## src/rtl/gb_apu_pkg.sv

```systemverilog
// Shared constants and CPU request bundle for the APU wave RAM and its
// access-window logic.
package gb_apu_pkg;

  localparam int         WAVE_RAM_DEPTH  = 16;
  localparam int         WAVE_AW         = $clog2(WAVE_RAM_DEPTH);
  localparam int         WAVE_WIN_CYCLES = 2;
  localparam logic [7:0] WAVE_OPEN_BUS   = 8'hFF;

  typedef struct packed {
    logic               wr;
    logic               rd;
    logic [WAVE_AW-1:0] addr;
    logic [7:0]         wdata;
  } wave_cpu_req_t;

endpackage

```

## src/rtl/gb_apu_wave_window.sv

```systemverilog
// Tracks wave-channel byte fetches and keeps a short window open after each
// one, during which the CPU may touch wave RAM while the channel plays.
module gb_apu_wave_window
  import gb_apu_pkg::*;
#(
  parameter int WIN_CYCLES = WAVE_WIN_CYCLES
) (
  input  logic               clk,
  input  logic               reset,
  input  logic               ch_enable,
  input  logic [WAVE_AW-1:0] ch_addr,
  output logic               fetch,
  output logic               access_ok
);

  localparam int            CW   = (WIN_CYCLES < 2) ? 1 : $clog2(WIN_CYCLES);
  localparam logic [CW-1:0] LOAD = CW'(WIN_CYCLES - 1);

  logic [WAVE_AW-1:0] ch_addr_q;
  logic               ch_enable_q;
  logic [CW-1:0]      cnt;

  // A fresh enable counts as a fetch, as does any address change (wrap included).
  assign fetch     = ch_enable && ((ch_addr != ch_addr_q) || !ch_enable_q);
  assign access_ok = fetch || (cnt != '0);

  always_ff @(posedge clk) begin
    if (reset) begin
      ch_addr_q   <= '0;
      ch_enable_q <= 1'b0;
      cnt         <= '0;
    end else begin
      ch_addr_q   <= ch_addr;
      ch_enable_q <= ch_enable;
      if (fetch)
        cnt <= LOAD;
      else if (!ch_enable)
        cnt <= '0;
      else if (cnt != '0)
        cnt <= cnt - 1'b1;
    end
  end

endmodule

```

## src/rtl/gb_apu_wave_ram.sv

```systemverilog
// 16-byte wave RAM shared between the CPU and the custom wave channel.
// While the channel plays, CPU accesses are redirected to the byte being played.
module gb_apu_wave_ram
  import gb_apu_pkg::*;
#(
  parameter int WIN_CYCLES = WAVE_WIN_CYCLES
) (
  input  logic               clk,
  input  logic               reset,
  input  logic [WAVE_AW-1:0] cpu_addr,
  input  logic               cpu_wr,
  input  logic               cpu_rd,
  input  logic [7:0]         cpu_wdata,
  output logic [7:0]         cpu_rdata,
  input  logic               ch_enable,
  input  logic [WAVE_AW-1:0] ch_addr,
  output logic [7:0]         ch_data
);

  logic [WAVE_RAM_DEPTH-1:0][7:0] mem;
  wave_cpu_req_t                  req;
  logic                           fetch;
  logic                           access_ok;
  logic                           allowed;
  logic [WAVE_AW-1:0]             eff_addr;

  assign req = '{wr: cpu_wr, rd: cpu_rd, addr: cpu_addr, wdata: cpu_wdata};

  gb_apu_wave_window #(.WIN_CYCLES(WIN_CYCLES)) u_window (
    .clk       (clk),
    .reset     (reset),
    .ch_enable (ch_enable),
    .ch_addr   (ch_addr),
    .fetch     (fetch),
    .access_ok (access_ok)
  );

  assign ch_data  = mem[ch_addr];
  assign allowed  = !ch_enable || access_ok;
  assign eff_addr = ch_enable ? ch_addr : req.addr;

  always_ff @(posedge clk) begin
    if (reset) begin
      mem       <= '0;
      cpu_rdata <= 8'h00;
    end else begin
      if (req.wr) begin
        if (allowed)
          mem[eff_addr] <= req.wdata;
      end else if (req.rd) begin
        // Outside the window the CPU sees an undriven bus.
        cpu_rdata <= allowed ? mem[eff_addr] : WAVE_OPEN_BUS;
      end
    end
  end

endmodule
```

## config.mk

```make
export PLATFORM = sky130hd
export DESIGN_NAME = gb_apu_wave_ram
export DESIGN_NICKNAME = d
export VERILOG_FILES = /design/src/rtl/gb_apu_pkg.sv /design/src/rtl/gb_apu_wave_window.sv /design/src/rtl/gb_apu_wave_ram.sv
export SDC_FILE = /design/constraint.sdc
export NUM_CORES = 1
export LEC_CHECK = 0
export CORE_MARGIN = 5
export CORE_UTILIZATION = 35
export CTS_CLUSTER_SIZE = 28
export DETAILED_ROUTE_END_ITERATION = 12
export SLEW_MARGIN = 5
export SYNTH_ARGS = -nofsm -noshare
export SYNTH_HDL_FRONTEND = slang
export SYNTH_SLANG_ARGS = --single-unit
```

## constraint.sdc

```tcl
create_clock -name clk -period 3.6 [get_ports clk]
set_clock_uncertainty 0.2 [all_clocks]
set_input_delay 0.72 -clock clk [delete_from_list [all_inputs] [get_ports clk]]
set_output_delay 0.72 -clock clk [all_outputs]
set_load 0.02 [all_outputs]
```

# Yosys cells after proc, flatten, opt, wreduce, memory -nomap -nowiden

Index checks and enable logic that the tools add are counted.

Memories: 0
Memory bits (read-only): 0
Bits in latches: 0
RAM bits: 0
Bits of input ports: 21
Register bits: 142
Output and inout bits: 16
Word-level logic and storage cells: 47

Shift-type cells: 0
Multiply operators: 0
Bitwise operators: 1
Div/mod/pow operators: 0
Reduce and logical (&&, ||, !) cells: 9
$add $sub $neg: 1
Eq/ne operators: 1
Mux-type cells: 12
Magnitude comparators: 3

Operators by type and width:

| cell                                                              | number |
|---|---|
| bitwise mux 128 bit                                               | 1 |
| binary-select mux 8 bit (select 4 bit)                            | 2 |
| demux 8 bit (select 4 bit)                                        | 1 |
| 2-to-1 mux 8 bit                                                  | 4 |
| less-than comparator 4 x 5 -> 1 bit, second input constant        | 2 |
| greater-or-equal comparator 4 x 1 -> 1 bit, second input constant | 1 |
| 2-to-1 mux 4 bit                                                  | 1 |
| inequality test 4 bit                                             | 1 |
| AND reduction 2 bit                                               | 2 |
| logical OR 1 bit                                                  | 3 |
| 2-to-1 mux 1 bit                                                  | 3 |
| logical AND 1 bit                                                 | 2 |
| logical NOT 1 bit                                                 | 2 |
| inverter 1 bit                                                    | 1 |
| subtractor 1 bit, second input constant                           | 1 |

# Depth between registers and ports, before layout

Depth after elaboration: 6
Mapped depth: 8
Mapped depth without buffers: 5

# By module

Synthesis repeated with hierarchy kept, for this count alone.

Cells, all modules: 752
Area total of the unflattened synthesis: 7915.1 um^2

By module, submodules not included:

| module             | cells each | area each (um^2) | sequential area each (um^2) | times used |
|---|---|---|---|---|
| gb_apu_wave_ram    | 730        | 7679.9           | 2722.6                      | 1 |
| gb_apu_wave_window | 22         | 235.2            | 120.1                       | 1 |

# Worst setup path after synthesis

No wires, ideal clock.

Kind: input to output
Start point: input ch_addr[1]
End point: output ch_data[0]
Required time: 2.680 ns
Path slack: 0.411 ns
Path buffers: 3
Stages on the path: 5
Arrival: 2.269 ns
Cells stage by stage: buf_4 buf_2 buf_1 mux4_2 mux4_2

Cells in the longest elaborated chain, start to end: 2

RTL lines:

| element                                | line                  | RTL |
|---|---|---|
| from (decl)                            | gb_apu_wave_ram.sv:16 | `input logic [WAVE_AW-1:0] ch_addr,` |
| binary-select mux 8 bit (select 4 bit) | gb_apu_wave_ram.sv:38 | `assign ch_data = mem[ch_addr];` |
| 2-to-1 mux 8 bit (not written as such) | gb_apu_wave_ram.sv:38 |  |
| to (decl)                              | gb_apu_wave_ram.sv:17 | `output logic [7:0] ch_data` |

No other way between the ends. The select of a mux whose other input is x is not followed.

# Final worst setup path

Start point: input ch_addr[0]
End point: output ch_data[7]

The elaborated chain is that of the path after synthesis.

==> out/metrics.csv <==
stage;metric;value;unit
outcome;status;finished clean;
clock_tree;# H-tree levels;4;
setup_path;Critical Path Sink;ch_data[7];
clock_tree;Longest Clk Path Bufs;2;
sta;Hold Vio Cnt, Final;0;
setup_path;CP max stage cell;mux4_2;
placement;HPWL Detailed;19.19;mm
clock_tree;hold_buf cts;0;
power_and_ir_drop;Combinational Power Share;0.125;
floorplanning;die height;162.4;um
floorplanning;core footprint;22780;sq um
clock_tree;CTS tree;done;
logic_synthesis;top_reg_cell synth;dfxtp_1;
sta;Setup Viol. Count Final;0;
power_and_ir_drop;maximum vdd ir drop;323.5;uV
setup_path;worst-path cell chain;buf_2 -> buf_4 -> mux4_2 -> mux4_2 -> dlygate4sd2_1;
global_routing;global route total overflow;0;
placement;GPL Wtd Cong;0.9525;
clock_tree;CTS resizes;9;
finish;diode count;0;
logic_synthesis;Syn. warnings;0;
clock_tree;Clock transition at path regs;0.07;ns
drt;met2 WL;12.00;mm
drt;DR WL/cell;23.80;um
sta;pins over their slew limit;0;
logic_synthesis;Yosys reg bits;142;
logic_synthesis;Async SR Flop Fraction;0;
sta;RSZ-0062 raised after global routing;false;
floorplanning;Initial Util;0.3569;
setup_path;reg2reg start;u_window.ch_addr_q[0];
power_and_ir_drop;Pwr Density;398.7;nW/um^2
global_routing;Total GRT Usage;0.2120;
clock_tree;setup bufs post-CTS;0;
sta;Max-slew headroom;0.4471;
sta;Final Cycle Share;0.9663;
drt;DRC;0;
logic_synthesis;sequential fraction of the synthesis area;0.3497;
logic_synthesis;Yosys top cell by area;dfxtp_1;
drt;met3 WL post-DR;2.707;mm
setup_path;Arr. time, crit path;2.56;ns
drt;drt first pass iters;6;
power_and_ir_drop;total power draw;3.917;mW
power_and_ir_drop;clock share of power;0.461;
worst_hold_path;Min-Delay Path Depth;2;
setup_path;worst path required time;2.68;ns
power_and_ir_drop;switching share of power;0.2907;
finish;fin util;0.4313;
setup_path;crit start category;input port;
run;number of max-cap violations;0;
global_routing;vias in the first global route;6605;
setup_path;slowest stage delay, CP;0.54;ns
floorplanning;Die Width;162.4;um
drt;total wire length;27.52;mm
power_and_ir_drop;P_sw;1.139;mW
global_routing;global-route wire length before repair;42.39;mm
power_and_ir_drop;part of the power in registers;0.415;
clock_tree;Clock Latency Late Sink;0.43;ns
setup_path;crit end category;output pin;
drt;initial drt markers;720;
setup_path;CP Max Fanout;4;
logic_synthesis;Mapped Nets;791;
drt;M1 wire length;11.90;mm
sta;fmax;287.5;MHz
placement;I/O Buffers;36;
sta;slew of the pin with the lowest slew margin;0.8267;ns
setup_path;Top cell by count, worst path;mux4_2;
logic_synthesis;syn avg cell area;10.56;sq um
logic_synthesis;Synth area leaders;dfxtp_1, mux2i_1, mux4_2, nor2_1, o2111ai_4;
floorplanning;Rows;55;
logic_synthesis;synth unique cells;43;
logic_synthesis;Post-synth EDFFs;0;
finish;Fillers;2163;
logic_synthesis;synthesized area;8129;sq um
worst_hold_path;HP Class;flop to flop;
floorplanning;die area;26370;sq um
sta;post-layout min period;3.479;ns
drt;vias per cell;5.804;
finish;Layout area overhead;20.86;%
power_and_ir_drop;Internal;2.778;mW
drt;DRT antenna net count;0;
sta;total negative slack;0;ns
clock_tree;number of buffers created by CTS;17;
setup_path;Setup Crit Path Kind;input port to output pin;
finish;nets;851;
setup_path;reg2reg path depth;6;
setup_path;Reg2Reg Capture Point;mem[127];
power_and_ir_drop;Pleak;4.180;nW
logic_synthesis;Synth top area share;0.3497;
clock_tree;Clock Root Buffer;clkbuf_16;
clock_tree;clock sink count;142;
setup_path;origin of the worst setup path;ch_addr[0];
setup_path;R2R setup slack;1.54;ns
finish;share of cells above drive strength 1;0.2266;
global_routing;largest net degree at the start of global routing;53;
global_routing;initial antenna violation count;0;
logic_synthesis;post-synthesis cell count;770;
drt;top routing layer used;met4;
drt;via count;6710;
floorplanning;# IOs;37;
[worst min-delay path by stage]
stage / startpoint / endpoint / slack (ns)
floorplan: u_window.ch_enable_q / u_window.cnt / 0.26
global placement: u_window.ch_enable_q / u_window.cnt / 0.27
detailed placement: u_window.ch_enable_q / u_window.cnt / 0.28
CTS: u_window.ch_enable_q / u_window.cnt / 0.29
global route: u_window.ch_enable_q / u_window.cnt / 0.34
finish: u_window.ch_enable_q / u_window.cnt / 0.29
[cell type report]
type	instances	area, sq um	share of cell area
inverters	2	7.507	0.0007641
multi-input cells	555	4913	0.5001
clock buffers	17	425.4	0.04330
well taps	313	391.6	0.03986
clock inverters	15	173.9	0.01770
flip-flops and latches	142	2843	0.2894
repair buffers	112	1070	0.1089
[power groups by stage]
stage	logic (mW)	registers [mW]	clock network, mW
4_1_cts	0.482	1.62	1.83
3_5_place_dp	0.480	1.66	0
2_1_floorplan	0.286	1.66	0
3_3_place_gp	0.477	1.66	0
5_1_grt	0.514	1.63	1.89
6_report	0.488	1.62	1.80
[cell families after synthesis]
group                  synth area share
buffers and inverters           0.04756
multiplexers                     0.2684
XOR/XNOR                       0.004309
AO/OA/AOI/OAI                    0.2159
AND/OR/NAND/NOR                  0.1141
flip-flops                       0.3497
[routing by layer]
layer  vias up  global-route usage
met2       394              0.3175
met4         0             0.08228
met5         -                   0
met3        64             0.05669
li1       3016                   -
met1      3236              0.2919
[worst max-delay path: cells and delay by family]
kind     cells  cell delay, ns
mux          2            1.04
buf+inv      3            0.80
[Yosys cell counts, drive strengths merged (2+ instances only)]
library cell,n
o32ai,21
a41o,4
a21oi,8
o22ai,10
xnor2,4
a21boi,24
buf,35
mux2i,128
inv,2
nor2b,7
mux4,40
dfxtp,142
nor4bb,4
o21a,26
nor2,147
a32o,2
nand3b,2
a22oi,17
clkbuf,36
nand2,23
o31a,8
nand2b,23
o2111ai,16
o21ai,8
a2111oi,24
[state kept, by name (all words and copies together) (netlist names)]
signal / cells
u_window.ch_addr_q: 4
cpu_rdata: 8
u_window.cnt: 1
u_window.ch_enable_q: 1
mem: 128
[cell usage in the layout (no fill, tap or decap), types with 20 or more instances in the layout]
master,instances
mux4_2,40
nor2_1,147
nand2_1,23
a21boi_0,23
clkdlybuf4s50_1,24
o32ai_1,20
dfxtp_1,142
o21a_1,26
mux2i_1,128
nand2b_1,23
buf_4,63
[stage by stage]
step	worst slack, ns	area, sq um	hold slack, ns	instances
global placement	-0.05190	9231	0.2694	1124
global route	0.07118	9824	0.3447	1156
detailed placement	-0.08002	9231	0.2766	1124
CTS	0.1351	9824	0.2934	1156
floorplan	0.4113	8129	0.2592	770
finish	0.1213	9824	0.2920	1156
Note: power is estimated with default switching activity, not from simulation.
